File: config.mk
export PLATFORM = sky130hd
export DESIGN_NAME = mem_stage
export DESIGN_NICKNAME = d
export VERILOG_FILES = /design/src/rtl/mips_pkg.sv /design/src/rtl/load_align.sv /design/src/rtl/mem_stage.sv
export SDC_FILE = /design/constraint.sdc
export NUM_CORES = 1
export LEC_CHECK = 0
export BUFFER_PORTS_ARGS = -buffer_cell sky130_fd_sc_hd__buf_2
export CAP_MARGIN = 40
export CORE_MARGIN = 2
export CORE_UTILIZATION = 40
export DETAILED_ROUTE_END_ITERATION = 12
export PLACE_DENSITY = 0.83
export SYNTH_ARGS = -nofsm -noshare
export SYNTH_HDL_FRONTEND = slang
export SYNTH_HIERARCHICAL = 1
export SYNTH_SLANG_ARGS = --single-unit
File: constraint.sdc
create_clock -name clock -period 1.4 [get_ports clock]
set_input_delay 0.28 -clock clock [delete_from_list [all_inputs] [get_ports clock]]
set_output_delay 0.28 -clock clock [all_outputs]
set_load 0.03 [all_outputs]
File: src/rtl/mips_pkg.sv
// mips_pkg - shared opcodes, control-bit indices and MEM-stage state encoding.
// Rev 1.0
`default_nettype none

package mips_pkg;

    localparam logic [5:0] OP_LB  = 6'h20;
    localparam logic [5:0] OP_LH  = 6'h21;
    localparam logic [5:0] OP_LW  = 6'h23;
    localparam logic [5:0] OP_LBU = 6'h24;
    localparam logic [5:0] OP_LHU = 6'h25;
    localparam logic [5:0] OP_SB  = 6'h28;
    localparam logic [5:0] OP_SH  = 6'h29;
    localparam logic [5:0] OP_SW  = 6'h2B;

    localparam int SIG_MEMRD = 0;
    localparam int SIG_MEMWR = 1;
    localparam int SIG_REGWR = 2;

    typedef enum logic [1:0] {
        IDLE = 2'd0,
        WAIT = 2'd1,
        DONE = 2'd2
    } state_t;

endpackage

`default_nettype wire

File: src/rtl/load_align.sv
// load_align - big-endian byte/halfword lane select with sign or zero extension.
// Rev 1.0
`default_nettype none

module load_align
    import mips_pkg::*;
(
    input  logic [31:0] rdata,
    input  logic [1:0]  offset,
    input  logic [5:0]  op,
    output logic [31:0] data
);

    logic [7:0]  byte_sel;
    logic [15:0] half_sel;

    always_comb begin
        case (offset)
            2'd0:    byte_sel = rdata[31:24];
            2'd1:    byte_sel = rdata[23:16];
            2'd2:    byte_sel = rdata[15:8];
            default: byte_sel = rdata[7:0];
        endcase
        half_sel = offset[1] ? rdata[15:0] : rdata[31:16];

        case (op)
            OP_LB:   data = {{24{byte_sel[7]}}, byte_sel};
            OP_LBU:  data = {24'h0, byte_sel};
            OP_LH:   data = {{16{half_sel[15]}}, half_sel};
            OP_LHU:  data = {16'h0, half_sel};
            default: data = rdata;
        endcase
    end

endmodule

`default_nettype wire

File: src/rtl/mem_stage.sv
// mem_stage - MIPS memory-access stage: single-outstanding req/ack data port,
// store lane steering, load extraction and upstream stall. Rev 1.0
`default_nettype none

module mem_stage
    import mips_pkg::*;
#(
    parameter int TIMEOUT = 16
) (
    input  logic        clock,
    input  logic        reset,
    input  logic [31:0] alu_in,
    input  logic [31:0] valB_in,
    input  logic [4:0]  dest_in,
    input  logic [5:0]  op_in,
    input  logic [7:0]  signals_in,
    output logic        mem_req,
    output logic        mem_we,
    output logic [31:0] mem_addr,
    output logic [31:0] mem_wdata,
    output logic [3:0]  mem_be,
    input  logic        mem_ack,
    input  logic [31:0] mem_rdata,
    output logic        stall,
    output logic [31:0] wb_data,
    output logic [4:0]  wb_dest,
    output logic [7:0]  wb_signals,
    output logic        addr_err,
    output logic        bus_err
);

    localparam int CNT_W = (TIMEOUT > 1) ? $clog2(TIMEOUT) : 1;
    localparam logic [CNT_W-1:0] CNT_LAST = CNT_W'(TIMEOUT - 1);

    state_t           state;
    logic [CNT_W-1:0] cnt;
    logic [31:0]      ld_data;
    logic [31:0]      ext_data;
    logic             is_mem;
    logic             is_byte;
    logic             is_half;
    logic             misaligned;
    logic             go;

    load_align u_load_align (
        .rdata  (mem_rdata),
        .offset (alu_in[1:0]),
        .op     (op_in),
        .data   (ext_data)
    );

    always_comb begin
        is_mem     = signals_in[SIG_MEMRD] | signals_in[SIG_MEMWR];
        is_byte    = (op_in == OP_LB) || (op_in == OP_LBU) || (op_in == OP_SB);
        is_half    = (op_in == OP_LH) || (op_in == OP_LHU) || (op_in == OP_SH);
        misaligned = is_half ? alu_in[0] : (!is_byte && (alu_in[1:0] != 2'b00));
        addr_err   = is_mem & misaligned;
        go         = is_mem & ~misaligned;
        stall      = ((state == IDLE) && go) || (state == WAIT);
    end

    // Store data is replicated across lanes; the byte enables pick the target lane.
    always_comb begin
        mem_we   = signals_in[SIG_MEMWR];
        mem_addr = {alu_in[31:2], 2'b00};
        if (is_byte) begin
            mem_wdata = {4{valB_in[7:0]}};
            mem_be    = 4'b1000 >> alu_in[1:0];
        end else if (is_half) begin
            mem_wdata = {2{valB_in[15:0]}};
            mem_be    = alu_in[1] ? 4'b0011 : 4'b1100;
        end else begin
            mem_wdata = valB_in;
            mem_be    = 4'b1111;
        end
    end

    always_comb begin
        wb_data    = ((state == DONE) && signals_in[SIG_MEMRD]) ? ld_data : alu_in;
        wb_dest    = dest_in;
        wb_signals = signals_in;
        wb_signals[SIG_REGWR] = signals_in[SIG_REGWR] & ~(addr_err | bus_err);
    end

    // DONE always falls back to IDLE: the upstream buffer advances on that edge.
    always_ff @(posedge clock or negedge reset) begin
        if (!reset) begin
            state   <= IDLE;
            mem_req <= 1'b0;
            ld_data <= '0;
            cnt     <= '0;
            bus_err <= 1'b0;
        end else begin
            bus_err <= 1'b0;
            case (state)
                IDLE: begin
                    if (go) begin
                        state   <= WAIT;
                        mem_req <= 1'b1;
                        cnt     <= '0;
                    end
                end
                WAIT: begin
                    if (mem_ack) begin
                        ld_data <= ext_data;
                        mem_req <= 1'b0;
                        state   <= DONE;
                    end else if (cnt == CNT_LAST) begin
                        mem_req <= 1'b0;
                        bus_err <= 1'b1;
                        state   <= DONE;
                    end else begin
                        cnt <= cnt + 1'b1;
                    end
                end
                default: begin
                    state <= IDLE;
                end
            endcase
        end
    end

endmodule

`default_nettype wire
==> impl_results.rst <==
.. list-table::
   :header-rows: 1

   * - Metric
     - Value
   * - Run status
     - finished, violations left
   * - Violations in the final reports
     - setup timing
   * - Number of antenna violations at the first check in global routing
     - 0
   * - Final Hold Vio Count
     - 0
   * - Synthesis-stage register bit count
     - 40
   * - Ports placed on the boundary
     - 236
   * - Largest net degree at the start of global routing
     - 25
   * - F_max
     - 512 MHz
   * - Critical path's top delay family
     - buffers and inverters
   * - Delay contributed by the slowest stage of the critical path
     - 0.39 ns
   * - Setup Viol. Count Final
     - 101
   * - Synthesis warning total
     - 6
   * - Largest fanout of any net on the critical path
     - 8
   * - Vias/cell
     - 5.61
   * - Summed instance area of the synthesized netlist
     - 0.00389 mm^2
   * - Number of iterations in the first detailed-routing pass
     - 6
   * - Critical Path End
     - wb_data[1]
   * - Top-count cell post-synth
     - sky130_fd_sc_hd__mux2_2
   * - Remaining DRCs
     - 0
   * - Syn Inst Count
     - around 400
   * - Smallest setup slack after layout
     - -0.553 ns
   * - Core area
     - 0.00959 mm^2
   * - Die Outline Area
     - 0.0105 mm^2
   * - Syn_area_per_cell
     - 9.84 um^2
   * - Path length in cells of the critical path
     - 5
   * - R2r startpoint
     - state[1]$_DFFE_PN0P_
   * - Fin Setup TNS
     - -35.94 ns
   * - Commonest register cell after synthesis
     - sky130_fd_sc_hd__dfrtp_1
   * - Most repeated library cell on the critical path
     - sky130_fd_sc_hd__buf_6
   * - Clock period minus final worst setup slack
     - 1.95 ns
   * - Share of synthesized area occupied by flip-flops and latches
     - 25.7%
   * - HP Class
     - in -> reg
   * - Most frequent cells after synthesis
     - sky130_fd_sc_hd__mux2_2 (62), sky130_fd_sc_hd__buf_4 (54), sky130_fd_sc_hd__nand2_1 (41), sky130_fd_sc_hd__dfrtp_1 (40), sky130_fd_sc_hd__mux2_4 (30)
   * - Global-route wire length before repair
     - between 20,000 and 25,000 um
   * - Via count of the first global-routing pass
     - ~4,400
   * - Share of cells above drive strength 1
     - between 70% and 80%
   * - Critical Path, Cell by Cell
     - nand3b_1 -> buf_6 -> buf_12 -> mux2_4 -> buf_6
   * - Crit path buffers/inverters
     - 3
   * - Number of vias in the routed layout
     - 4,233
   * - Final layout net count
     - 738
   * - Startpoint Class
     - register
   * - Post-Place Worst Slack
     - -0.561 ns
   * - Share of synthesized registers carrying an async set or reset
     - 100%
   * - Die Width
     - 103 um
   * - Deepest level of the CTS H-tree
     - 2
   * - Avg WL per Cell
     - 21.3 um
   * - R2r worst-path depth
     - 5
   * - Layout overhead on the synthesized area
     - 66.1%
   * - Number of nets with antenna violations after detailed routing
     - 0
   * - Setup crit end kind
     - output port
   * - Top-area cell type share of the netlist area
     - 25.7%
   * - Number of buffers added on ports
     - 213
   * - Layout Cells excl Fill
     - about 760
   * - Clock-pin slew of the registers on the worst-case setup and hold paths
     - 0.09 ns
   * - Worst IR drop on VDD
     - 0.000637 V
   * - Vertical die dimension
     - a little over 100 um
   * - Part of the cycle the worst path needs
     - 139%
   * - Worst Path Required
     - 1.12 ns
   * - Max-slew violation total from the final report
     - 0
   * - Total global routing track utilization
     - 28.6%
   * - Clock latency of the later-clocked register in the worst-skew pair
     - 0.29 ns
   * - Number of placement rows
     - 36
   * - Fill cell total of the finished layout
     - 648
   * - Number of enable flip-flop cells after synthesis
     - 0
   * - Count of routing violations after the opening detailed-route iteration
     - between 300 and 400
   * - Number of buffers on the longest clock path
     - 2
   * - Hold slack final
     - around 0.26 ns
   * - Root buffer cell
     - sky130_fd_sc_hd__clkbuf_8
   * - Most area-hungry cell type in the Yosys netlist
     - sky130_fd_sc_hd__dfrtp_1
   * - Critical R2R Capture
     - ld_data[30]$_DFFE_PN0P_
   * - Count of different cell masters after synthesis
     - between 40 and 50
   * - Starting Density
     - 40.6%
   * - Static leakage
     - roughly 3.4 nW
   * - TritonCTS buffer count
     - 5
   * - Crit. Startpoint
     - state[0]$_DFFE_PN0P_
   * - Cell count after placement
     - 716
   * - GR Overflow Total
     - 0
   * - Clock tree from TritonCTS
     - done
   * - Unrepaired setup endpoints after global routing
     - yes
   * - Worst setup path category
     - reg -> out
   * - Pwr per Cell Area
     - 915 mW/mm^2
   * - Worst setup slack for register-to-register paths
     - -0.19 ns
   * - Total Routed Length
     - roughly 16,000 um
   * - Number of sinks handled by clock tree synthesis
     - 40
   * - Master of the slowest instance on the critical path
     - sky130_fd_sc_hd__dfrtp_1
   * - Top post-synthesis cells by area
     - sky130_fd_sc_hd__dfrtp_1 (26%), sky130_fd_sc_hd__mux2_2 (18%), sky130_fd_sc_hd__mux2_4 (12%), sky130_fd_sc_hd__buf_4 (10%), sky130_fd_sc_hd__nand2_1 (4.0%)
   * - GPL Wtd Cong
     - around 0.94
   * - Data arrival time of the worst path
     - 1.67 ns
   * - Final HPWL DP
     - 9790 um
   * - Worst Skew
     - 0.00923 ns
   * - Number of max-capacitance violations reported
     - 0
==> sequential cells by signal, indices dropped and copies added, names as in the netlist <==
name / cells
cnt: 4
ld_data: 32
state: 2
mem_req: 1
bus_err: 1
==> logic make-up after synthesis <==
logic type | synth area share, %
other | 0.0963
xor gates and xnor gates | 0.225
and+or+nand+nor | 17.6
AOI/OAI and AO/OA | 8.32
DFF | 25.7
buffers and inverters | 15.1
adders and majority gates | 0.321
muxes | 32.6
==> layout make-up <==
| cell class | count | area, um^2 | share of cell area, % |
|---|---|---|---|
| multi-input combinational | 279 | 2860 | 44.2 |
| timing repair buffer | 289 | 2300 | 35.6 |
| sequential | 40 | 1000 | 15.5 |
| tap | 133 | 166 | 2.57 |
| clock buffer | 6 | 82.6 | 1.28 |
| clock inverter | 2 | 38.8 | 0.599 |
| inverter | 4 | 15.0 | 0.232 |
| antenna | 2 | 5.00 | 0.0774 |
==> power by group <==
part | switching, mW | total, mW | internal [mW]
Combinational | 1.33 | 2.92 | 1.59
Clock | 0.443 | 1.03 | 0.584
Sequential | 0.348 | 1.97 | 1.62
==> cell usage in the layout (no fill, tap or decap), drive strengths merged, types with 2 or more instances in the layout <==
master	instances
a21o	2
a21oi	10
a22oi	2
buf	288
clkbuf	6
conb	2
dfrtp	40
diode	2
inv	4
mux2	92
mux2i	10
nand2	44
nand2b	7
nand3	40
nand3b	2
nand4	8
nor2	7
nor3b	2
o211ai	2
o21a	6
o21ai	17
o21bai	2
o22ai	7
or2	2
or3	2
or4b	4
==> how the worst min path moves through the flow <==
stage                         endpoint  depth (start not counted)  slack, ns     from
2_1_floorplan        bus_err$_DFF_PN0_                          0      -0.02    reset
3_3_place_gp   ld_data[16]$_DFFE_PN0P_                          1       0.22    reset
3_5_place_dp   ld_data[17]$_DFFE_PN0P_                          1       0.23    reset
4_1_cts              bus_err$_DFF_PN0_                          3       0.26  mem_ack
5_1_grt              bus_err$_DFF_PN0_                          3       0.27  mem_ack
6_report             bus_err$_DFF_PN0_                          3       0.26  mem_ack
==> per-layer routing <==
layer | vias up | wire length, um | share of wire (%) | track usage (%)
met5 | - | 0 | 0 | 0
met4 | 0 | 897 | 5.6 | 14.5
met3 | 91 | 1390 | 8.6 | 6.03
met2 | 350 | 8260 | 51 | 52.6
met1 | 1971 | 5540 | 34 | 31.0
li1 | 1821 | - | - | -
==> timing repair <==
action / CTS / global route
setup buffers: 14 / 9
setup endpoints to repair: 101 / 101
gates resized for setup: 187 / 38
pin swaps: 20 / 19
hold buffers: 1 / 0
hold endpoints to repair: 16 / 0
gates cloned: 12 / 1
==> worst register-to-register path: stages, from the launching register on <==
cell and delay [ns]:
sky130_fd_sc_hd__dfrtp_1 0.41, sky130_fd_sc_hd__buf_4 0.15, sky130_fd_sc_hd__nand2b_4 0.13, sky130_fd_sc_hd__or2_4 0.31
sky130_fd_sc_hd__buf_16 0.18, sky130_fd_sc_hd__mux2_4 0.30
==> metrics by stage <==
stage	instance area [um^2]	utilization, %	power, mW
2_1_floorplan	4240	-	3.75
3_3_place_gp	5300	55.3	4.32
3_5_place_dp	5300	55.3	4.40
4_1_cts	6410	66.8	5.83
5_1_grt	6460	67.4	6.18
6_report	6470	67.4	5.92
Power figures use the tool's default switching activity.
